<file path="config.mk">
export PLATFORM = sky130hd
export DESIGN_NAME = sram_fifo_ctrl
export DESIGN_NICKNAME = d
export VERILOG_FILES = /design/src/rtl/sram_fifo_ctrl.sv
export SDC_FILE = /design/constraint.sdc
export NUM_CORES = 1
export LEC_CHECK = 0
export CAP_MARGIN = 25
export CORE_MARGIN = 2
export CORE_UTILIZATION = 42
export DETAILED_ROUTE_END_ITERATION = 7
export PLACE_DENSITY = 0.77
export RECOVER_POWER = 100
export SYNTH_ARGS = -nofsm -noshare
export SYNTH_HDL_FRONTEND = slang
export SYNTH_SLANG_ARGS = --single-unit
</file>
<file path="constraint.sdc">
create_clock -name clk -period 4.7 [get_ports clk]
set_input_delay 0.94 -clock clk [delete_from_list [all_inputs] [get_ports clk]]
set_output_delay 0.94 -clock clk [all_outputs]
set_load 0.01 [all_outputs]
</file>
<file path="src/rtl/sram_fifo_ctrl.sv">
// ---------------------------------------------------------------------------
// sram_fifo_ctrl
// Single-clock FIFO controller that masters an external
// fakeram_1rw1r_12w128d_sram macro. Pushes are written through the macro's
// rw0 port. Reads are issued through its r0 port into a 2-entry prefetch
// buffer. The buffer hides the macro's 1-cycle read latency, so the pop side
// has registered valid/data and can deliver one word per cycle.
//
// Ports:
//   clk           clock (also drives both macro clocks externally)
//   rst_n         synchronous, active-low reset
//   push_valid    write request
//   push_ready    FIFO can accept a word
//   push_data     write word
//   pop_valid     head word available (registered)
//   pop_ready     consumer accepts the head word
//   pop_data      head word (registered)
//   level         words held: RAM + in-flight read + prefetch buffer
//   rw0_ce_out    macro rw0 chip enable
//   rw0_we_out    macro rw0 write enable
//   rw0_addr_out  macro rw0 address (0 when idle)
//   rw0_wd_out    macro rw0 write data (0 when idle)
//   rw0_rd_in     macro rw0 read data (not used)
//   r0_ce_out     macro r0 chip enable
//   r0_addr_out   macro r0 address
//   r0_rd_in      macro r0 read data, valid the cycle after r0_ce_out
// ---------------------------------------------------------------------------
`timescale 1ns/1ps
module sram_fifo_ctrl #(
  parameter int BITS       = 12,
  parameter int WORD_DEPTH = 128,
  parameter int ADDR_WIDTH = 7
) (
  input  logic                  clk,
  input  logic                  rst_n,
  input  logic                  push_valid,
  output logic                  push_ready,
  input  logic [BITS-1:0]       push_data,
  output logic                  pop_valid,
  input  logic                  pop_ready,
  output logic [BITS-1:0]       pop_data,
  output logic [ADDR_WIDTH:0]   level,
  output logic                  rw0_ce_out,
  output logic                  rw0_we_out,
  output logic [ADDR_WIDTH-1:0] rw0_addr_out,
  output logic [BITS-1:0]       rw0_wd_out,
  input  logic [BITS-1:0]       rw0_rd_in,
  output logic                  r0_ce_out,
  output logic [ADDR_WIDTH-1:0] r0_addr_out,
  input  logic [BITS-1:0]       r0_rd_in
);

  localparam int PW = ADDR_WIDTH + 1;

  // The macro depth must be a full power of two so the wrap-bit pointers work.
  if (WORD_DEPTH != (2 ** ADDR_WIDTH)) begin : g_depth_check
    $error("sram_fifo_ctrl: WORD_DEPTH must equal 2**ADDR_WIDTH");
  end

  // Pointers carry an extra wrap bit to tell full from empty.
  logic [PW-1:0]   wptr, wptr_nx;
  logic [PW-1:0]   rptr, rptr_nx;
  logic            inflight, inflight_nx;
  logic [1:0]      buf_cnt, buf_cnt_nx;
  logic [BITS-1:0] head, head_nx;
  logic [BITS-1:0] tail, tail_nx;
  logic [PW-1:0]   level_nx;

  logic            ram_empty;
  logic            ram_full;
  logic            push_fire;
  logic            pop_fire;
  logic            rd_issue;
  logic [2:0]      occ;

  // rw0 read data is never used; fold it into a deliberately unused net.
  logic            unused_rd;
  assign unused_rd = ^rw0_rd_in;

  // Pointer compare, handshakes, macro port drive and read-issue decision.
  always_comb begin
    ram_empty  = (wptr == rptr);
    ram_full   = (wptr[ADDR_WIDTH-1:0] == rptr[ADDR_WIDTH-1:0]) &&
                 (wptr[ADDR_WIDTH] != rptr[ADDR_WIDTH]);
    push_ready = rst_n && !ram_full;
    push_fire  = push_valid && push_ready;
    pop_fire   = pop_valid && pop_ready;

    // Words that will be in the buffer once the outstanding read lands and
    // the current pop retires; a new read may only be issued if it will fit.
    occ        = {1'b0, buf_cnt} + {2'b00, inflight} - {2'b00, pop_fire};
    rd_issue   = rst_n && !ram_empty && (occ < 3'd2);

    // Idle rw0 address/data are forced to 0 so nothing undefined reaches the
    // macro pins.
    rw0_ce_out   = push_fire;
    rw0_we_out   = push_fire;
    if (push_fire) begin
      rw0_addr_out = wptr[ADDR_WIDTH-1:0];
      rw0_wd_out   = push_data;
    end else begin
      rw0_addr_out = {ADDR_WIDTH{1'b0}};
      rw0_wd_out   = {BITS{1'b0}};
    end

    r0_ce_out   = rd_issue;
    r0_addr_out = rptr[ADDR_WIDTH-1:0];
  end

  // Next-state for pointers and the prefetch buffer.
  always_comb begin
    if (push_fire) begin
      wptr_nx = wptr + {{ADDR_WIDTH{1'b0}}, 1'b1};
    end else begin
      wptr_nx = wptr;
    end

    if (rd_issue) begin
      rptr_nx = rptr + {{ADDR_WIDTH{1'b0}}, 1'b1};
    end else begin
      rptr_nx = rptr;
    end

    inflight_nx = rd_issue;

    head_nx    = head;
    tail_nx    = tail;
    buf_cnt_nx = buf_cnt;

    // r0_rd_in is only looked at when a read was issued last cycle; at any
    // other time the macro output is undefined.
    case ({inflight, pop_fire})
      2'b10: begin
        buf_cnt_nx = buf_cnt + 2'd1;
        if (buf_cnt == 2'd0) begin
          head_nx = r0_rd_in;
        end else begin
          tail_nx = r0_rd_in;
        end
      end
      2'b01: begin
        buf_cnt_nx = buf_cnt - 2'd1;
        head_nx    = tail;
      end
      2'b11: begin
        // Capture and pop together: the head advances, the count holds.
        if (buf_cnt == 2'd1) begin
          head_nx = r0_rd_in;
        end else begin
          head_nx = tail;
          tail_nx = r0_rd_in;
        end
      end
      default: begin
        buf_cnt_nx = buf_cnt;
      end
    endcase

    level_nx = (wptr_nx - rptr_nx) +
               {{(PW-1){1'b0}}, inflight_nx} +
               {{(PW-2){1'b0}}, buf_cnt_nx};
  end

  // State registers with synchronous active-low reset.
  always_ff @(posedge clk) begin
    if (!rst_n) begin
      wptr      <= {PW{1'b0}};
      rptr      <= {PW{1'b0}};
      inflight  <= 1'b0;
      buf_cnt   <= 2'd0;
      head      <= {BITS{1'b0}};
      tail      <= {BITS{1'b0}};
      pop_valid <= 1'b0;
      level     <= {PW{1'b0}};
    end else begin
      wptr      <= wptr_nx;
      rptr      <= rptr_nx;
      inflight  <= inflight_nx;
      buf_cnt   <= buf_cnt_nx;
      head      <= head_nx;
      tail      <= tail_nx;
      pop_valid <= (buf_cnt_nx != 2'd0);
      level     <= level_nx;
    end
  end

  assign pop_data = head;

endmodule

</file>
==> impl_results.md, run 1 <==
- Status: completed
- Tcrit/Tclk final: 0.9584
- Crit-path cells: clkdlybuf4s15_1, nand2_2, nor2_4, buf_4, fa_2, xnor2_2, nand3_2, a21oi_4, mux2i_2, fa_1, ha_1, a21oi_1, nor2b_1, o31a_1, o41ai_4, buf_4, xnor3_1, nor2_1
- Fin crit period: 4.504 ns
- Sink Count: 52
- CP required: 4.96 ns
- Remaining DRCs: 0
- Dpl cells: approximately 470
- Die span in x: 86.16 µm
- Slowest stage cell, crit path: fa_1
- Crit start category: input pin
- Grt ovf: 0
- MaxCap Viol Count: 0
- Vias per inst: about 5.1
- Layout Skew: 0.01680 ns
- Hold-fix buffers, CTS: 0
- Mapped Cells: 311
- RSZ-0062 raised after global routing: false
- Largest family of logic cells by synthesized area: simple AND/OR/NAND/NOR gates
- Register share of total power: 0.420
- Core footprint: 6422 µm²
- Slew HR: 0.4176
- Synth cell types: 38
- Site Rows: 29
- Post-DRT Antenna Nets: 0
- Net switching power: 0.4158 mW
- Antenna violations before repair: 0
- DR WL/cell: about 14 µm
- Starting Density: 0.4415
- Final Hold Fails: 0
- Clk pin slew, worst setup/hold paths: ~0.11 ns
- Post-synth EDFFs: 0
- Crit Path Class: input pin to flip-flop
- Post-Synth Simple-Gate Area: 0.2087
- RR Startpoint: wptr[4]$_SDFF_PN0_
- Vias in the first global route: 2464
- Antenna cell count: 0
- Detailed placer's ending HPWL: 4.961 mm
- Max VDD drop: ~0.21 mV
- Worst-path fanout max: 3
- Synth Cell Area: 2835 µm²
- Share of layout cells above drive strength 1: 0.1463
- Clk_lat worst skew: ~0.32 ns
- Most frequent cells in the layout: dfxtp_1, clkdlybuf4s50_1, nor2_1, buf_4, dlygate4sd3_1
- R2R Path End: level[7]$_SDFF_PN0_
- Switching part of the total: 0.3233
- Post-Synth Adder-Cell Area: 0.1121
- Drt total wl: between 7 and 8 mm
- Layer carrying the most global-route usage: met2
- Clock power share: 0.199
- Comb power frac: 0.381
- GR Util met3: 0.02984
- Overall Power: 1.286 mW
- PD cells: between 300 and 400 nW/µm²
- Synth Area in Compound Gates: 0.1094
- Setup crit end kind: flip-flop
- Wire length of the first global-routing pass: 11.55 mm
- DR pass1 iterations: 4
- I/O Pins: 91
- Most common cell after layout, fill and taps aside: dfxtp_1
- YS warnings: 0
- M2 GR Usage: 0.3531
- TritonCTS buffer count: 5
- R2r worst-path depth: 16
- Crit-path max cell delay: 0.46 ns
- DIE HEIGHT: 86.16 µm
- Post-synthesis mux area share: 0.05340
- CP endpoint: level[7]$_SDFF_PN0_
- Final Non-Filler Cells: 494
- Met1 GRT Util: 0.2369
- CTS HTree Levels: 2
- CTS root buf: clkbuf_8
- Clock tree buffer depth: 2
- Full die area: 7424 µm²
- Syn Nets: 374
- Area added between synthesis and finish: 42.94%
- Worst min path class: flip-flop to flip-flop
- Pint: about 0.87 mW
- Initial DRC count: between 100 and 150
- Start point of the critical path: pop_ready
- WP data arrival: around 4.8 ns
- All-Layer GR Usage: 0.1966
- Leak: 1.809 nW
- Fmax: 222.0 MHz
- CTS tree: done
- Register-to-register setup slack: 0.50 ns
- Number of synthesized register bits: 52
- Asr flop ratio synth: 0
- I/O Buffers: 78
- Slew @ Worst Pin: 0.8736 ns
- Final setup viols: 0
- Vias: 2530
- Nets: around 480
- GPL Wtd Cong: 0.7767
- Sequential cell area fraction in the yosys report: 0.3672
- Top FF cell, synth: dfxtp_1
- Post-synthesis xor/xnor area fraction: 0.09003
- Synth Area per Inst: 9.116 µm²
- Final Max Tran Viols: 0
- Most frequent CP cell: buf_4
- Largest net degree at the start of global routing: 42
-- worst min-delay path by stage --
| stage | end | from | depth (start not counted) | slack (ns) |
|---|---|---|---|---|
| 6_report | pop_data[1]$_SDFFE_PN0P_ | pop_data[1]$_SDFFE_PN0P_ | 2 | 0.50 |
| 5_1_grt | pop_data[1]$_SDFFE_PN0P_ | pop_data[1]$_SDFFE_PN0P_ | 2 | 0.52 |
| 4_1_cts | pop_data[6]$_SDFFE_PN0P_ | pop_data[6]$_SDFFE_PN0P_ | 2 | 0.51 |
| 3_5_place_dp | tail[7]$_SDFFE_PN0P_ | tail[7]$_SDFFE_PN0P_ | 2 | 0.49 |
| 3_3_place_gp | tail[1]$_SDFFE_PN0P_ | tail[1]$_SDFFE_PN0P_ | 2 | 0.48 |
| 2_1_floorplan | tail[0]$_SDFFE_PN0P_ | tail[0]$_SDFFE_PN0P_ | 2 | 0.46 |
-- power by group through the flow --
stage	clock network [mW]	logic, mW	registers (mW)
finish	0.256	0.490	0.540
global placement	0	0.461	0.549
detailed placement	0	0.473	0.550
CTS	0.258	0.501	0.542
global route	0.274	0.541	0.549
floorplan	0	0.233	0.567
-- stage by stage --
step                      instance area, µm²  hold WS (ns)  setup slack, ns  utilization  setup TNS, ns
after detailed placement                3781        0.4912          -0.6537       0.5887        -0.9087
after floorplan                         2835        0.4643          0.07166            -              0
final                                   4053        0.5006           0.1957       0.6310              0
after global routing                    4053        0.5169         0.005862       0.6310              0
after CTS                               4039        0.5077           0.1292       0.6289              0
after global placement                  3781        0.4760          -0.5253       0.5887        -0.6415
-- repair_timing --
| item | in CTS | in global routing |
|---|---|---|
| gates resized for setup | 15 | 4 |
| endpoints found under the setup margin | 1 | 2 |
| pin swaps | 13 | 14 |
| setup buffers | 15 | 2 |
-- cell usage after synthesis, types with 5 or more instances --
cell	count	area share
mux2i_1	14	0.049
clkbuf_1	11	0.015
o21ai_0	6	0.011
nand2_1	9	0.012
ha_1	19	0.084
a22oi_1	12	0.032
nor3_1	5	0.0088
a21oi_1	5	0.0088
buf_4	8	0.021
a211oi_1	13	0.034
inv_1	14	0.019
dfxtp_1	52	0.37
nand4_1	9	0.020
xnor2_1	12	0.037
xor2_1	12	0.037
nor2_1	49	0.065
and2_1	27	0.060
-- final cells by class --
type	instances	area [µm²]
Timing Repair Buffer	119	1070
Fill cell	531	2370
Clock inverter	3	18.77
Tap cell	77	96.34
Inverter	15	56.30
Clock buffer	5	68.82
Sequential cell	52	1041
Multi-Input combinational cell	223	1702
-- cells by family (layout without fill, tap and decap cells) --
family	Yosys count	after routing
simple gates	115	115
flops	52	52
compound gates	44	44
buf+inv	36	142
xor+xnor	26	26
fa+ha+maj	23	23
mux	15	15
-- critical path: cells and delay by family --
family | cells | cell delay [ns]
XOR/XNOR | 2 | 0.57
AO/OA/AOI/OAI | 4 | 0.87
multiplexers | 1 | 0.30
AND/OR/NAND/NOR | 5 | 0.49
buffers and inverters | 3 | 0.47
adder cells (fa/ha/maj) | 3 | 1.13
-- flip-flops by register name (all words and copies together), names as in the netlist --
signal	count
pop_data	12
tail	12
inflight	1
rptr	8
pop_valid	1
wptr	8
level	8
buf_cnt	2
-- per-layer routing --
metal  vias up  part of all wire  routed length (µm)
li1       1268                 -                   -
met1      1213              0.44                3148
met2        37              0.52                3654
met3        12             0.017                 118
met4         0             0.022                 155
met5         -                 0                   0
Power figures use the tool's default switching activity.
==> run 2, diff against run 1 <==
--- a/config.mk
+++ b/config.mk
@@ -11,6 +11,8 @@
 export DETAILED_ROUTE_END_ITERATION = 7
 export PLACE_DENSITY = 0.77
 export RECOVER_POWER = 100
+export SETUP_SLACK_MARGIN = 0.3
+export SLEW_MARGIN = 20
 export SYNTH_ARGS = -nofsm -noshare
 export SYNTH_HDL_FRONTEND = slang
 export SYNTH_SLANG_ARGS = --single-unit
==> impl_results.md, run 2 (synthesis results as in run 1) <==
- Slew HR: 0.3605 (was 0.4176)
- Nets: 467 (was 479)
- I/O Buffers: 78 (unchanged)
- Fin area: 3954 µm² (was 4053 µm²)
- Leak: 1.812 nW (was 1.809 nW)
- Fill cells: 537 (was 531)
- Multi-input logic area: 1688 µm² (was 1702 µm²)
- Max VDD drop: 0.1822 mV (was 0.2134 mV)
- CTS tree: done (unchanged)
- Largest net degree at the start of global routing: 42 (unchanged)
- Most frequent cells in the layout: dfxtp_1, dlygate4sd3_1, nor2_1, clkdlybuf4s50_1, and2_1 (was dfxtp_1, clkdlybuf4s50_1, nor2_1, buf_4, dlygate4sd3_1)
- Slew @ Worst Pin: 0.9593 ns (was 0.8736 ns)
- Clk pin slew, worst setup/hold paths: 0.10 ns (was 0.11 ns)
- Detailed placer's ending HPWL: 4.791 mm (was 4.961 mm)
- Fin crit period: 4.375 ns (was 4.504 ns)
- Share of layout cells above drive strength 1: 0.1284 (was 0.1463)
- Clk_lat worst skew: 0.31 ns (was 0.32 ns)
- Final setup viols: 0 (unchanged)
- Area added between synthesis and finish: 39.45% (was 42.94%)
- Layout Skew: 0.01312 ns (was 0.01680 ns)
- Final Max Tran Viols: 0 (unchanged)
- Fmax: 228.5 MHz (was 222.0 MHz)
- Setup crit end kind: flip-flop (unchanged)
- Antenna cell count: 0 (unchanged)
- Wire length of the first global-routing pass: 10.86 mm (was 11.55 mm)
- Crit start category: input pin (unchanged)
- Core footprint: 6422 µm² (unchanged)
- Cell Area, Placed: 3757 µm² (was 3781 µm²)
- Final Hold Fails: 0 (unchanged)
- All-Layer GR Usage: 0.1794 (was 0.1966)
- Post-DRT Antenna Nets: 0 (unchanged)
- Vias: 2467 (was 2530)
- WP data arrival: 4.62 ns (was 4.76 ns)
- Worst-path fanout max: 6 (was 3)
- DR pass1 iterations: 4 (unchanged)
- Status: completed (unchanged)
- Site Rows: 29 (unchanged)
- Overall Power: 1.276 mW (was 1.286 mW)
- Vias per inst: 5.118 (was 5.121)
- Tcrit/Tclk final: 0.9310 (was 0.9584)
- Starting Density: 0.4415 (unchanged)
- Worst min path class: flip-flop to flip-flop (unchanged)
- Final Non-Filler Cells: 482 (was 494)
- Dpl cells: 464 (was 469)
- Initial DRC count: 136 (was 123)
- Crit Path Class: input pin to flip-flop (unchanged)
- PD cells: 322.7 nW/µm² (was 317.3 nW/µm²)
- Full die area: 7424 µm² (unchanged)
- Drt total wl: 6.422 mm (was 7.076 mm)
- RSZ-0062 raised after global routing: false (unchanged)
- CP required: 4.95 ns (was 4.96 ns)
- CTS HTree Levels: 2 (unchanged)
- Grt ovf: 0 (unchanged)
- Clock tree buffer depth: 2 (unchanged)
- CTS root buf: clkbuf_8 (unchanged)
- GPL Wtd Cong: 0.7599 (was 0.7767)
- DIE HEIGHT: 86.16 µm (unchanged)
- Remaining DRCs: 0 (unchanged)
- TritonCTS buffer count: 5 (unchanged)
- I/O Pins: 91 (unchanged)
- Sink Count: 52 (unchanged)
- Die span in x: 86.16 µm (unchanged)
- Sum Neg Setup Slack: 0 ns (unchanged)
- Register area: 1041 µm² (unchanged)
- MaxCap Viol Count: 0 (unchanged)
- DR WL/cell: 13.32 µm (was 14.32 µm)
- Vias in the first global route: 2363 (was 2464)
- Antenna violations before repair: 0 (unchanged)
==> run 2: changes by cell type in the layout (fill, tap and decap cells not counted), moves of 2 or more <==
cell	delta
o21ai_0	-3
buf_4	-16
clkbuf_4	+4
a21oi_1	-2
clkdlybuf4s50_1	-23
o21ai_1	+2
a21oi_2	+2
dlygate4sd3_1	+23
==> run 2: worst paths after layout <==
kind / endpoint / startpoint / slack, ns / cells past startpoint
hold reg to reg: pop_data[3]$_SDFFE_PN0P_ / pop_data[3]$_SDFFE_PN0P_ / 0.50 / 2
setup / recovery: level[7]$_SDFF_PN0_ / pop_ready / 0.32 / 22
hold / removal: pop_data[3]$_SDFFE_PN0P_ / pop_data[3]$_SDFFE_PN0P_ / 0.50 / 2
setup reg to reg: level[7]$_SDFF_PN0_ / buf_cnt[0]$_SDFF_PN0_ / 0.68 / 20
==> run 2: metrics by stage <==
step                      utilization  worst slack [ns]  hold WS (ns)
after detailed placement       0.5850           -0.3576        0.4889
after global routing           0.6156            0.1145        0.5262
final                          0.6156            0.3245        0.5008
after global placement         0.5850           -0.3243        0.4761
after floorplan                     -            0.3449        0.4643
after CTS                      0.6104            0.3536        0.5079
==> run 2: layout make-up <==
type	instances	share of cell area
clock buffer	5	0.01741
clock inverter	3	0.005380
inverter	15	0.01424
multi-input combinational	223	0.4269
sequential	52	0.2633
tap	77	0.02437
timing repair buffer	107	0.2484
==> run 2: report_power, final <==
group	total, mW	leakage (nW)	internal (mW)	switching, mW
Clock	0.260	0.0445	0.106	0.154
Sequential	0.537	0.423	0.505	0.0318
Combinational	0.479	1.34	0.252	0.227
Total	1.28	1.81	0.863	0.413
==> run 2: timing repair <==
item / in CTS / in global routing
gates resized for setup: 14 / 11
endpoints found under the hold margin: 0 / 0
endpoints found under the setup margin: 3 / 2
buffers inserted: 5 / 5
pin swaps: 11 / 14
hold buffers: 0 / 0
gates cloned: 0 / 0
==> run 2: critical path, cell delays in order <==
cell and delay [ns]:
buf_2 0.10, nand2_1 0.16, inv_2 0.06, nor2_2 0.09, o21ai_2 0.06, fa_2 0.52
nand3_1 0.13, a21oi_4 0.22, buf_6 0.15, clkbuf_4 0.12, clkbuf_4 0.12, nand4_1 0.12
xor2_1 0.25, ha_1 0.28, ha_1 0.28, inv_1 0.07, nor2_1 0.04, o31a_1 0.12
o41ai_2 0.30, buf_4 0.18, xnor3_1 0.20, nor2_1 0.11
==> run 2: metal layers <==
| metal | part of all wire | track usage | routed length (µm) | vias to the layer above |
|---|---|---|---|---|
| met5 | 0 | 0 | 0 | - |
| met4 | 0.016 | 0.05628 | 104 | 0 |
| met3 | 0.020 | 0.01636 | 127 | 10 |
| met2 | 0.50 | 0.3087 | 3242 | 34 |
| met1 | 0.46 | 0.2370 | 2948 | 1178 |
| li1 | - | - | - | 1245 |
